`src/rtl/rv_types.sv`:
```
// Shared definitions for the rv_timer peripheral: bus window, register offsets, bit indices.
package rv_types;

    localparam logic [31:0] RV_TIMER_BASE = 32'hffff_0040;

    // Register select is adr[4:2]
    localparam logic [2:0] REG_CTRL = 3'd0;
    localparam logic [2:0] REG_PSC  = 3'd1;
    localparam logic [2:0] REG_CMP  = 3'd2;
    localparam logic [2:0] REG_CNT  = 3'd3;
    localparam logic [2:0] REG_STAT = 3'd4;
    localparam logic [2:0] REG_CAP  = 3'd5;

    localparam int CTRL_EN    = 0;
    localparam int CTRL_AR    = 1;
    localparam int CTRL_IE    = 2;
    localparam int STAT_MATCH = 0;
    localparam int STAT_CAPF  = 1;

    function automatic logic [31:0] merge_be(input logic [31:0] old_val,
                                             input logic [31:0] new_val,
                                             input logic [3:0]  be);
        logic [31:0] r;
        r = old_val;
        for (int i = 0; i < 4; i++)
            if (be[i]) r[8*i +: 8] = new_val[8*i +: 8];
        return r;
    endfunction

endpackage

```
`src/rtl/rv_prescaler.sv`:
```
// Prescaler for rv_timer: counts enabled cycles and emits a one-cycle tick every div+1 cycles.
module rv_prescaler #(
    parameter int PSC_W = 16
) (
    input  logic             clk,
    input  logic             xreset,
    input  logic             en,
    input  logic             clr,
    input  logic [PSC_W-1:0] div,
    output logic             tick
);

    logic [PSC_W-1:0] pcnt;

    assign tick = en & (pcnt == div);

    always_ff @(posedge clk or negedge xreset) begin
        if (!xreset) begin
            pcnt <= '0;
        end else if (clr) begin
            pcnt <= '0;
        end else if (en) begin
            pcnt <= tick ? '0 : pcnt + 1'b1;
        end
    end

endmodule

```
`src/rtl/rv_timer.sv`:
```
// Memory-mapped 32-bit timer/compare peripheral with level irq on compare match.
// Optional capture input enabled by defining RV_TIMER_CAPTURE_EN.
module rv_timer
    import rv_types::*;
#(
    parameter int          PSC_W   = 16,
    parameter logic [31:0] RST_CMP = 32'hffff_ffff
) (
    input  logic        clk,
    input  logic        xreset,
    input  logic [4:0]  adr,
    input  logic        cs,
    input  logic        rdy,
    input  logic [3:0]  we,
    input  logic        re,
    input  logic [31:0] dw,
    output logic [31:0] dr,
    output logic        irq,
    input  logic        cap
);

    logic [2:0]       ctrl;
    logic [PSC_W-1:0] psc;
    logic [31:0]      cmp;
    logic [31:0]      cnt;
    logic             match;
    logic             capf;
    logic [31:0]      cap_q;
    logic             tick;
    logic [31:0]      rdata;

    logic       acc;
    logic       wr_any;
    logic [2:0] sel;
    logic       wr_ctrl, wr_psc, wr_cmp, wr_cnt, wr_stat;
    logic       match_set, clr_match;
    logic       adr_unused;

    assign acc     = cs & rdy;
    assign wr_any  = acc & (|we);
    assign sel     = adr[4:2];
    assign wr_ctrl = wr_any & (sel == REG_CTRL);
    assign wr_psc  = wr_any & (sel == REG_PSC);
    assign wr_cmp  = wr_any & (sel == REG_CMP);
    assign wr_cnt  = wr_any & (sel == REG_CNT);
    assign wr_stat = wr_any & (sel == REG_STAT);
    assign adr_unused = ^adr[1:0];

    // A bus write to CNT overrides the tick, so no compare is evaluated that cycle
    assign match_set = tick & ~wr_cnt & (cnt == cmp);
    assign clr_match = wr_stat & we[0] & dw[STAT_MATCH];

    rv_prescaler #(.PSC_W(PSC_W)) u_psc (
        .clk    (clk),
        .xreset (xreset),
        .en     (ctrl[CTRL_EN]),
        .clr    (wr_ctrl | wr_psc),
        .div    (psc),
        .tick   (tick)
    );

    always_ff @(posedge clk or negedge xreset) begin
        if (!xreset) begin
            ctrl  <= '0;
            psc   <= '0;
            cmp   <= RST_CMP;
            cnt   <= '0;
            match <= 1'b0;
        end else begin
            if (wr_ctrl && we[0])
                ctrl <= dw[2:0];
            if (wr_psc) begin
                for (int i = 0; i < PSC_W; i++)
                    if (we[i/8]) psc[i] <= dw[i];
            end
            if (wr_cmp)
                cmp <= merge_be(cmp, dw, we);
            if (wr_cnt)
                cnt <= merge_be(cnt, dw, we);
            else if (tick)
                cnt <= ((cnt == cmp) && ctrl[CTRL_AR]) ? 32'd0 : cnt + 32'd1;
            // Set has priority over a coincident write-1-to-clear
            if (match_set)
                match <= 1'b1;
            else if (clr_match)
                match <= 1'b0;
        end
    end

`ifdef RV_TIMER_CAPTURE_EN
    logic cap_s1, cap_s2, cap_s3;
    logic cap_rise, clr_capf;

    assign cap_rise = cap_s2 & ~cap_s3;
    assign clr_capf = wr_stat & we[0] & dw[STAT_CAPF];

    always_ff @(posedge clk or negedge xreset) begin
        if (!xreset) begin
            cap_s1 <= 1'b0;
            cap_s2 <= 1'b0;
            cap_s3 <= 1'b0;
            cap_q  <= '0;
            capf   <= 1'b0;
        end else begin
            cap_s1 <= cap;
            cap_s2 <= cap_s1;
            cap_s3 <= cap_s2;
            if (cap_rise)
                cap_q <= cnt;
            if (cap_rise)
                capf <= 1'b1;
            else if (clr_capf)
                capf <= 1'b0;
        end
    end
`else
    logic cap_unused;

    assign cap_unused = cap;
    assign cap_q      = '0;
    assign capf       = 1'b0;
`endif

    always_comb begin
        rdata = '0;
        case (sel)
            REG_CTRL: rdata = {29'd0, ctrl};
            REG_PSC:  rdata = 32'(psc);
            REG_CMP:  rdata = cmp;
            REG_CNT:  rdata = cnt;
            REG_STAT: rdata = {30'd0, capf, match};
            REG_CAP:  rdata = cap_q;
            default:  rdata = '0;
        endcase
    end

    // Idle cycles return zero so the top level can OR the peripheral read buses
    always_ff @(posedge clk or negedge xreset) begin
        if (!xreset)
            dr <= '0;
        else
            dr <= (acc & re) ? rdata : 32'd0;
    end

    assign irq = (match | capf) & ctrl[CTRL_IE];

endmodule
```
`config.mk`:
```
export PLATFORM = sky130hd
export DESIGN_NAME = rv_timer
export DESIGN_NICKNAME = d
export VERILOG_FILES = /design/src/rtl/rv_types.sv /design/src/rtl/rv_prescaler.sv /design/src/rtl/rv_timer.sv
export SDC_FILE = /design/constraint.sdc
export NUM_CORES = 1
export LEC_CHECK = 0
export CORE_MARGIN = 2
export CORE_UTILIZATION = 52
export DETAILED_ROUTE_END_ITERATION = 10
export PLACE_DENSITY = 0.74
export SYNTH_ARGS = -nofsm -noshare
export SYNTH_HDL_FRONTEND = slang
export SYNTH_SLANG_ARGS = --single-unit
```
`constraint.sdc`:
```
create_clock -name clk -period 2.1 [get_ports clk]
set_clock_uncertainty 0.15 [all_clocks]
set_input_delay 0.525 -clock clk [delete_from_list [all_inputs] [get_ports clk]]
set_output_delay 0.525 -clock clk [all_outputs]
set_load 0.005 [all_outputs]
```
Yosys cells after proc, flatten, opt, wreduce, memory -nomap -nowiden. Index checks and enable logic that the tools add are counted. Widths: inputs -> output; s select.

Register bits after elaboration: 132. Bits of input ports: 47. Word-level logic and storage cells: 73.

Add/subtract/negate cells: 2. Equal/unequal tests: 10. Mux-type cells: 14. Bitwise logic cells: 16. Reductions and logical operators: 17.

Operators with widths (number): $pmux 32 s5 (1); $mux 32 (4); $mux 16 (3); $add 32x1->32 const B (1); $eq 32x32->1 (1); $mux 8 (4); $reduce_and 2->1 (10); $add 16x1->16 const B (1); $eq 16x16->1 (1); $and 1x1->1 (14); $ne 2x2->1 const B (4); $eq 3x2->1 const B (2); $reduce_bool 2->1 (3); $reduce_or 4->1 (1); $eq 3x1->1 const B (1); $eq 3x3->1 const B (1); $logic_not 3->1 (1); $logic_and 1x1->1 (2); $mux 1 (2); $not 1->1 (1); $or 1x1->1 (1).

Logic depth before layout (Yosys ltp).
Depth in word-level cells: 7. Gate-level depth with buffers: 9.

Hierarchy. A second synthesis with hierarchy kept.

Cell total of the unflattened synthesis: 712. Area, all modules: 7213.2 um^2.

By module, submodules not included: rv_timer (times used 1, cells an instance 589, area an instance 6113.4 um^2, seq. area each 2942.8 um^2); rv_prescaler (times used 1, cells an instance 123, area an instance 1099.8 um^2, seq. area each 400.4 um^2).

Worst setup path after synthesis. OpenSTA, ideal clock, no wires.

Path type: input-to-reg. From: input port we[1]. To: register cnt[2]. Arrival time: 1.983 ns. Required time: 1.804 ns. Setup slack: -0.178 ns. Cell stages on the path: 7. Path through: or4_4 nand3_4 and3_4 nand2_2 clkbuf_1 a32oi_1 o311ai_0.

Longest elaborated chain between the ends: 5. Elaborated cells on any way between the ends: 7.

Ends and longest elaborated chain: start: declaration (line rv_timer.sv:14) `input logic [3:0] we,`; $reduce_or 4->1 * (line rv_timer.sv:40) `assign wr_any = acc & (|we);`; $and 1x1->1 * (line rv_timer.sv:40); $and 1x1->1 * (line rv_timer.sv:45) `assign wr_cnt = wr_any & (sel == REG_CNT);`; $ne 2x2->1 (no line) / $reduce_bool 2->1 (equally long branches); $reduce_and 2->1 (no line); end signal: assignment (line rv_timer.sv:79) `cnt <= merge_be(cnt, dw, we);`; end signal: assignment (line rv_timer.sv:81) `cnt <= ((cnt == cmp) && ctrl[CTRL_AR]) ? 32'd0 : cnt + 32'd1;`; end: declaration (line rv_timer.sv:25) `logic [31:0] cnt;`.

Every way passes the cells marked *; elsewhere a longest branch is shown, timed or not. A chain may end at the register's enable or synchronous reset.

Final worst setup path.
From: register cnt[28]. To: register cnt[14].

Longest elaborated chain between the ends: 5.

Ends and longest elaborated chain: $eq 32x32->1 (line rv_timer.sv:81); $logic_and 1x1->1 (line rv_timer.sv:81); $mux 32 (line rv_timer.sv:81); $mux 32 (line rv_timer.sv:80) `else if (tick)`; $mux 32 (line rv_timer.sv:78) `if (wr_cnt)`.

Every way passes these cells. The select of a mux whose other input is x is not followed.

==> run_results.csv <==
group,metric,value,unit
cells_and_area,syn2layout_area_growth,42.3,%
setup_path,required,2250,ps
hold_path,hp-class,"input port to async pin",
clock_tree,cts_buffers,17,
cells_and_area,regArea,0.00334,mm^2
cells_and_area,final_area,0.0104,mm^2
global_route,grt_pass1_wl,37.2,mm
yosys,synth-simple-area-share,20.4,%
placement,io_buffers,76,
placement,dp_hpwl,17.6,mm
yosys,synthAdderAreaFrac,0.341,%
setup_path,reg2reg_from,"cnt[28]",
floorplanning,rows,43,
placement,dpl_worst_slack,-744,ps
cells_and_area,final_nets,1003,
clock_tree,cts-root-buf,"clkbuf_16",
floorplanning,dieArea,0.0151,mm^2
sta,setup_ws,-257,ps
setup_path,r2r_cells,8,
yosys,synth_nets,767,
setup_path,cp.arrival,2510,ps
floorplanning,die_w,123,um
cells_and_area,layout.cells.most_common_list,"buf_4, dfrtp_1, nor2_1",
route,ant_nets,0,
floorplanning,boundaryPins,80,
placement,placed_area,0.00954,mm^2
cells_and_area,drive_above_1_share,39.9,%
cells_and_area,mostFrequentLayoutCell,"buf_4",
sta,min_period,2360,ps
yosys,synth-edff-count,0,
sta,final_max_slew_viol_count,0,
yosys,synth_xor_area_share,7.05,%
placement,place_inst,1105,
run,maxCapViolCount,0,
sta,fin_crit_sh,112,%
yosys,netlist_area,0.00733,mm^2
clock_tree,htreeDepth,4,
sta,hold_violations,0,
power_and_ir_drop,cellLeakagePower,4.64,nW
global_route,grt_pass1_vias,6986,
yosys,ys_warn_count,0,
yosys,ys_seq_elements,132,
power_and_ir_drop,pwr-share-seq,38.9,%
route,drc,0,
setup_path,critPathMaxFanout,13,
yosys,synth.area.mux_share,10.8,%
setup_path,critPathKind,"flop to flop",
yosys,synth_top_family_by_area,"simple AND/OR/NAND/NOR gates",
cells_and_area,post-route-util,75.5,%
yosys,ys_top_cells_by_area,"dfrtp_1, dfstp_2, mux2_2",
power_and_ir_drop,p_comb_share,26.8,%
yosys,async_reset_ff_share,100,%
setup_path,crit_start,"cnt[28]",
sta,setup_viol,32,
power_and_ir_drop,swShare,29.8,%
sta,grt_setup_unrepaired,"true",
yosys,syn_inst,718,
power_and_ir_drop,power.switching,2.40,mW
yosys,syn_area_per_cell,10.2,um^2
route,vias,6893,
setup_path,cp-end-kind,"flop",
global_route,antenna_found_initial,0,
power_and_ir_drop,internal_power,5.65,mW
yosys,synth_top_cell_area_share,34.1,%
route,drt_iter0_drc,525,
floorplanning,die_h,123,um
power_and_ir_drop,clkPwrFrac,34.3,%
global_route,overflow,0,
route,viasPerCell,6.01,
route,dr.pass1.iters,5,
yosys,synth_largest_area_cell,"dfrtp_1",
outcome,violations,"setup timing",
sta,worst_slew_pin_slew,461,ps
clock_tree,clock-sinks,132,
global_route,grt_util_all_layers,32.8,%
cells_and_area,finalNonFillerCells,1147,
cells_and_area,fillers,931,
power_and_ir_drop,vdd.ir_drop.worst,0.000793,V
route,routed_wl,23.9,mm
global_route,grt_max_degree,54,
clock_tree,clk_pin_slew,60,ps
clock_tree,clockBufferDepth,2,
yosys,synth-compound-area-share,12.1,%
power_and_ir_drop,pwr_density_cell,771,mW/mm^2
yosys,synth-seq-area-share,45.6,%
cells_and_area,multiInputGateArea,0.00397,mm^2
yosys,synth-main-ff-cell,"dfrtp_1",
sta,finalHoldWorstSlack,385,ps
sta,fmax,0.424,GHz
sta,maxSlewHeadroom,69.0,%
floorplanning,start_util,53.0,%
clock_tree,clk_latency,430,ps
outcome,outcome,"finished with violations",
setup_path,cp-start-kind,"flop",
clock_tree,cts_tree,"built",
yosys,ys_types,67,
cells_and_area,n_antenna_cell,0,
route,wl_per_cell,20.8,um
floorplanning,core_area,0.0138,mm^2
placement,gp_congestion,0.972,
## power groups by stage
| stage | Sequential, mW | Clock, mW | Combinational [mW] |
|---|---|---|---|
| floorplan | 3.14 | 0 | 0.984 |
| global placement | 3.14 | 0 | 1.93 |
| detailed placement | 3.16 | 0 | 1.99 |
| CTS | 3.13 | 2.78 | 2.07 |
| global route | 3.16 | 2.88 | 2.31 |
| finish | 3.13 | 2.76 | 2.16 |
## cells in the mapped netlist (3+ instances only)
cell and instances:
inv_1 12, nor4_4 4, a221o_1 3, o22ai_1 4
nor2_1 72, o21ai_0 6, xor2_1 12, mux2_2 66
and2_1 6, a21o_1 3, and3_1 18, and4_1 3
nand3_1 53, nand4b_1 4, a22oi_1 36, dfstp_2 32
clkbuf_1 28, o311ai_1 8, nand4_1 30, a21oi_1 10
a32oi_1 4, nand2_1 54, a2bb2oi_1 12, o211ai_1 6
dfrtp_1 100, a31oi_1 5, mux2i_1 5, nor3_1 9
buf_2 16, xnor2_1 47
## metal layers
layer	up-vias	track usage [%]	share of wire, %	routed length (um)
met2	296	56.0	50	12000
met5	-	0	0	0
met4	0	15.0	3.5	839
li1	3106	-	-	-
met1	3436	40.9	41	9740
met3	55	5.07	5.5	1320
## state kept, by name, summed over array words and instances (netlist names)
register,cells
cmp,32
cnt,32
ctrl,3
dr,32
match,1
psc,16
u_psc.pcnt,16
## cell type report
type | instances | share of cell area [%]
clock buffer | 21 | 4.51
inverter | 12 | 0.432
timing repair buffer | 267 | 22.1
clock inverter | 11 | 0.743
sequential | 132 | 32.0
tap | 180 | 2.16
multi-input combinational | 524 | 38.0
## worst max-delay path, stage by stage, from the launching register on
cell and delay, ps:
dfrtp_1 390, xnor2_1 400, nand4_1 220, nor4_4 330
nand3_2 160, buf_8 180, buf_4 150, a32oi_1 150
nand3_1 100
## final timing paths
| check | slack [ps] | to |
|---|---|---|
| max | -260 | cnt[14] |
| min | 390 | dr[19] |
| max in group asynchronous | 770 | cmp[9] |
| max reg2reg | -260 | cnt[14] |
| min in group clk | 390 | ctrl[2] |
| min reg2reg | 390 | ctrl[2] |
## logic make-up (layout without fill, tap and decap cells)
logic type,count (synthesis),count (layout)
buf+inv,62,311
xor+xnor,59,59
simple gates,278,278
flops,132,132
compound gates,114,114
mux,71,71
fa+ha+maj,2,2
## through the flow
step / TNS [ps] / power, mW
CTS: -4720 / 7.98
global route: -7770 / 8.35
detailed placement: -68260 / 5.14
finish: -5640 / 8.05
global placement: -64970 / 5.08
floorplan: -2350 / 4.12
## what timing repair did
item | 4_1_cts | 5_1_grt
setup buffers | 2 | 8
resized for setup | 55 | 22
endpoints found under the setup margin | 92 | 89
pin swaps | 23 | 15
endpoints found under the hold margin | 13 | 0
hold buffers | 1 | 0
Note: power is estimated with default switching activity, not from simulation.
==> patch (same settings) <==
`PSC_W` is set to 16 in 2 places; all go to 18.
--- a/src/rtl/rv_prescaler.sv
+++ b/src/rtl/rv_prescaler.sv
@@ -1,6 +1,6 @@
 // Prescaler for rv_timer: counts enabled cycles and emits a one-cycle tick every div+1 cycles.
 module rv_prescaler #(
-    parameter int PSC_W = 16
+    parameter int PSC_W = 18
 ) (
     input  logic             clk,
     input  logic             xreset,
--- a/src/rtl/rv_timer.sv
+++ b/src/rtl/rv_timer.sv
@@ -3,7 +3,7 @@
 module rv_timer
     import rv_types::*;
 #(
-    parameter int          PSC_W   = 16,
+    parameter int          PSC_W   = 18,
     parameter logic [31:0] RST_CMP = 32'hffff_ffff
 ) (
     input  logic        clk,
Formal check against the unedited RTL: not equivalent (Yosys sat finds a counterexample within 4 cycles, from zero or initial values and one cycle with xreset low).
==> patch against the unedited design <==
- the flow still finishes with violations (setup timing)
- routed wire length fell by 3.2%
- global-route usage down 0.58 points
- cell area grew 2.5%
- worst setup slack improved by 0.10 ns
- sequential cell count up 4
- synthesized area fell by 0.15%
- total power increased by 24%
- highest routed layer unchanged
==> patch: results (changes against the unedited design) <==
[timing]
setup_viol=29  ; was 32
max-slew-margin-rel_pct=70.7  ; was 69.0%
fin_ws_ns=-0.152  ; was -0.257 ns
tns_ns=-2.56  ; was -5.64 ns

[route]
routedWlPerCell_um=20.2  ; was 20.8 um
vias_per_cell=5.95  ; was 6.01
drt_iter0_markers=562  ; was 525

[finish]
nNetsFinal=998  ; was 1003
multi_input_area_share_pct=37.8  ; was 38.0%
clock_buffers=20  ; was 21
nNonClkBuffers=269  ; was 267
num-multi-input-gates=512  ; was 524
register_area_mm2=0.00344  ; was 0.00334 mm2
buf_share_pct=21.9  ; was 22.1%
fillCellCount=878  ; was 931
drive_above_1_share_pct=40.5  ; was 39.9%
utilization_pct=77.3  ; was 75.5%
final-clk-cell-share_pct=5.51  ; was 5.25%

[outcome]
violations=setup timing  ; unchanged
status=finished with violations  ; unchanged

[yosys]
postSynthAreaPerCell_um2=10.4  ; was 10.2 um2
synthTopCellsByArea=dfrtp_1 (36%), dfstp_2 (11%), mux2_2 (11%), xnor2_1 (6.5%), a22oi_1 (3.2%)  ; was dfrtp_1 (34%), dfstp_2 (11%), mux2_2 (10%), xnor2_1 (5.6%), a22oi_1 (3.7%)
ys_top_cells_by_count=dfrtp_1 (104), mux2_2 (69), nor2_1 (62), nand2_1 (58), xnor2_1 (54)  ; was dfrtp_1 (100), nor2_1 (72), mux2_2 (66), nand2_1 (54), nand3_1 (53)
synth.distinct_cells=53  ; was 67
synth-seq-cells=136  ; was 132

[power]
max-vdd-ir-drop_mv=0.666  ; was 0.793 mV

[floorplan]
die-area_mm2=0.0150  ; was 0.0151 mm2

[global_route]
grt_max_degree=41  ; was 54
grt_pass1_vias=6896  ; was 6986

[clock_tree]
postCtsSetupRepairBufs=5  ; was 2
post_cts_resized=56  ; was 55

[placement]
pre_cts_ws_ns=-0.734  ; was -0.744 ns
dpl.hpwl_um=17000  ; was 17600 um
dpl.cell_count=1096  ; was 1105

[setup_path]
cp_data_arrival_time_ns=2.39  ; was 2.51 ns
crit_fanout=10  ; was 13

## patch: changes by cell type after synthesis, moves of 7 or more
cell       before  now
a2bb2oi_1      12    0
xnor2_1        47   54
buf_2          16    3
mux2i_1         5   15
nand3_1        53   27
nor2_1         72   62
and3_1         18   26
## patch: logic make-up after synthesis
kind of cell	after synthesis	share of synthesized area [%]
and+or+nand+nor	255	17.8
DFF	136	47.0
AOI/OAI and AO/OA	103	10.5
muxes	86	13.3
xor gates and xnor gates	66	7.89
buffers and inverters	57	3.13
adders and majority gates	2	0.342
## patch: path summary, 6_finish.rpt
path	start	endpoint	slack (ns)	depth (start not counted)
setup / recovery	cmp[14]	cnt[21]	-0.15	9
setup reg to reg	cmp[14]	cnt[21]	-0.15	9
max in group asynchronous	xreset	cmp[10]	0.69	3
min in group asynchronous	xreset	dr[26]	0.45	2
hold / removal	psc[15]	psc[15]	0.43	1
hold reg to reg	psc[15]	psc[15]	0.43	1
## patch: per-layer routing
| layer | track usage [%] | vias to the layer above | routed length, um |
|---|---|---|---|
| met3 | 6.60 | 48 | 1240 |
| met2 | 55.1 | 272 | 11700 |
| met4 | 10.8 | 0 | 560 |
| met1 | 40.7 | 3396 | 9600 |
| met5 | 0 | - | 0 |
| li1 | - | 3076 | - |
## patch: worst max-delay path, cell delays in order (launching register included)
cell and delay [ns]:
dfstp_2 0.54, xnor2_1 0.20, nand4_1 0.21, nor4_2 0.19
buf_4 0.17, nand3_4 0.12, buf_8 0.17, buf_4 0.13
o2111ai_1 0.10, o211ai_1 0.13
## patch: report_power, final
part           internal (uW)  switching, uW
Sequential              3040            302
Clock                   1860           1160
Combinational           1930           1720
Total                   6840           3180
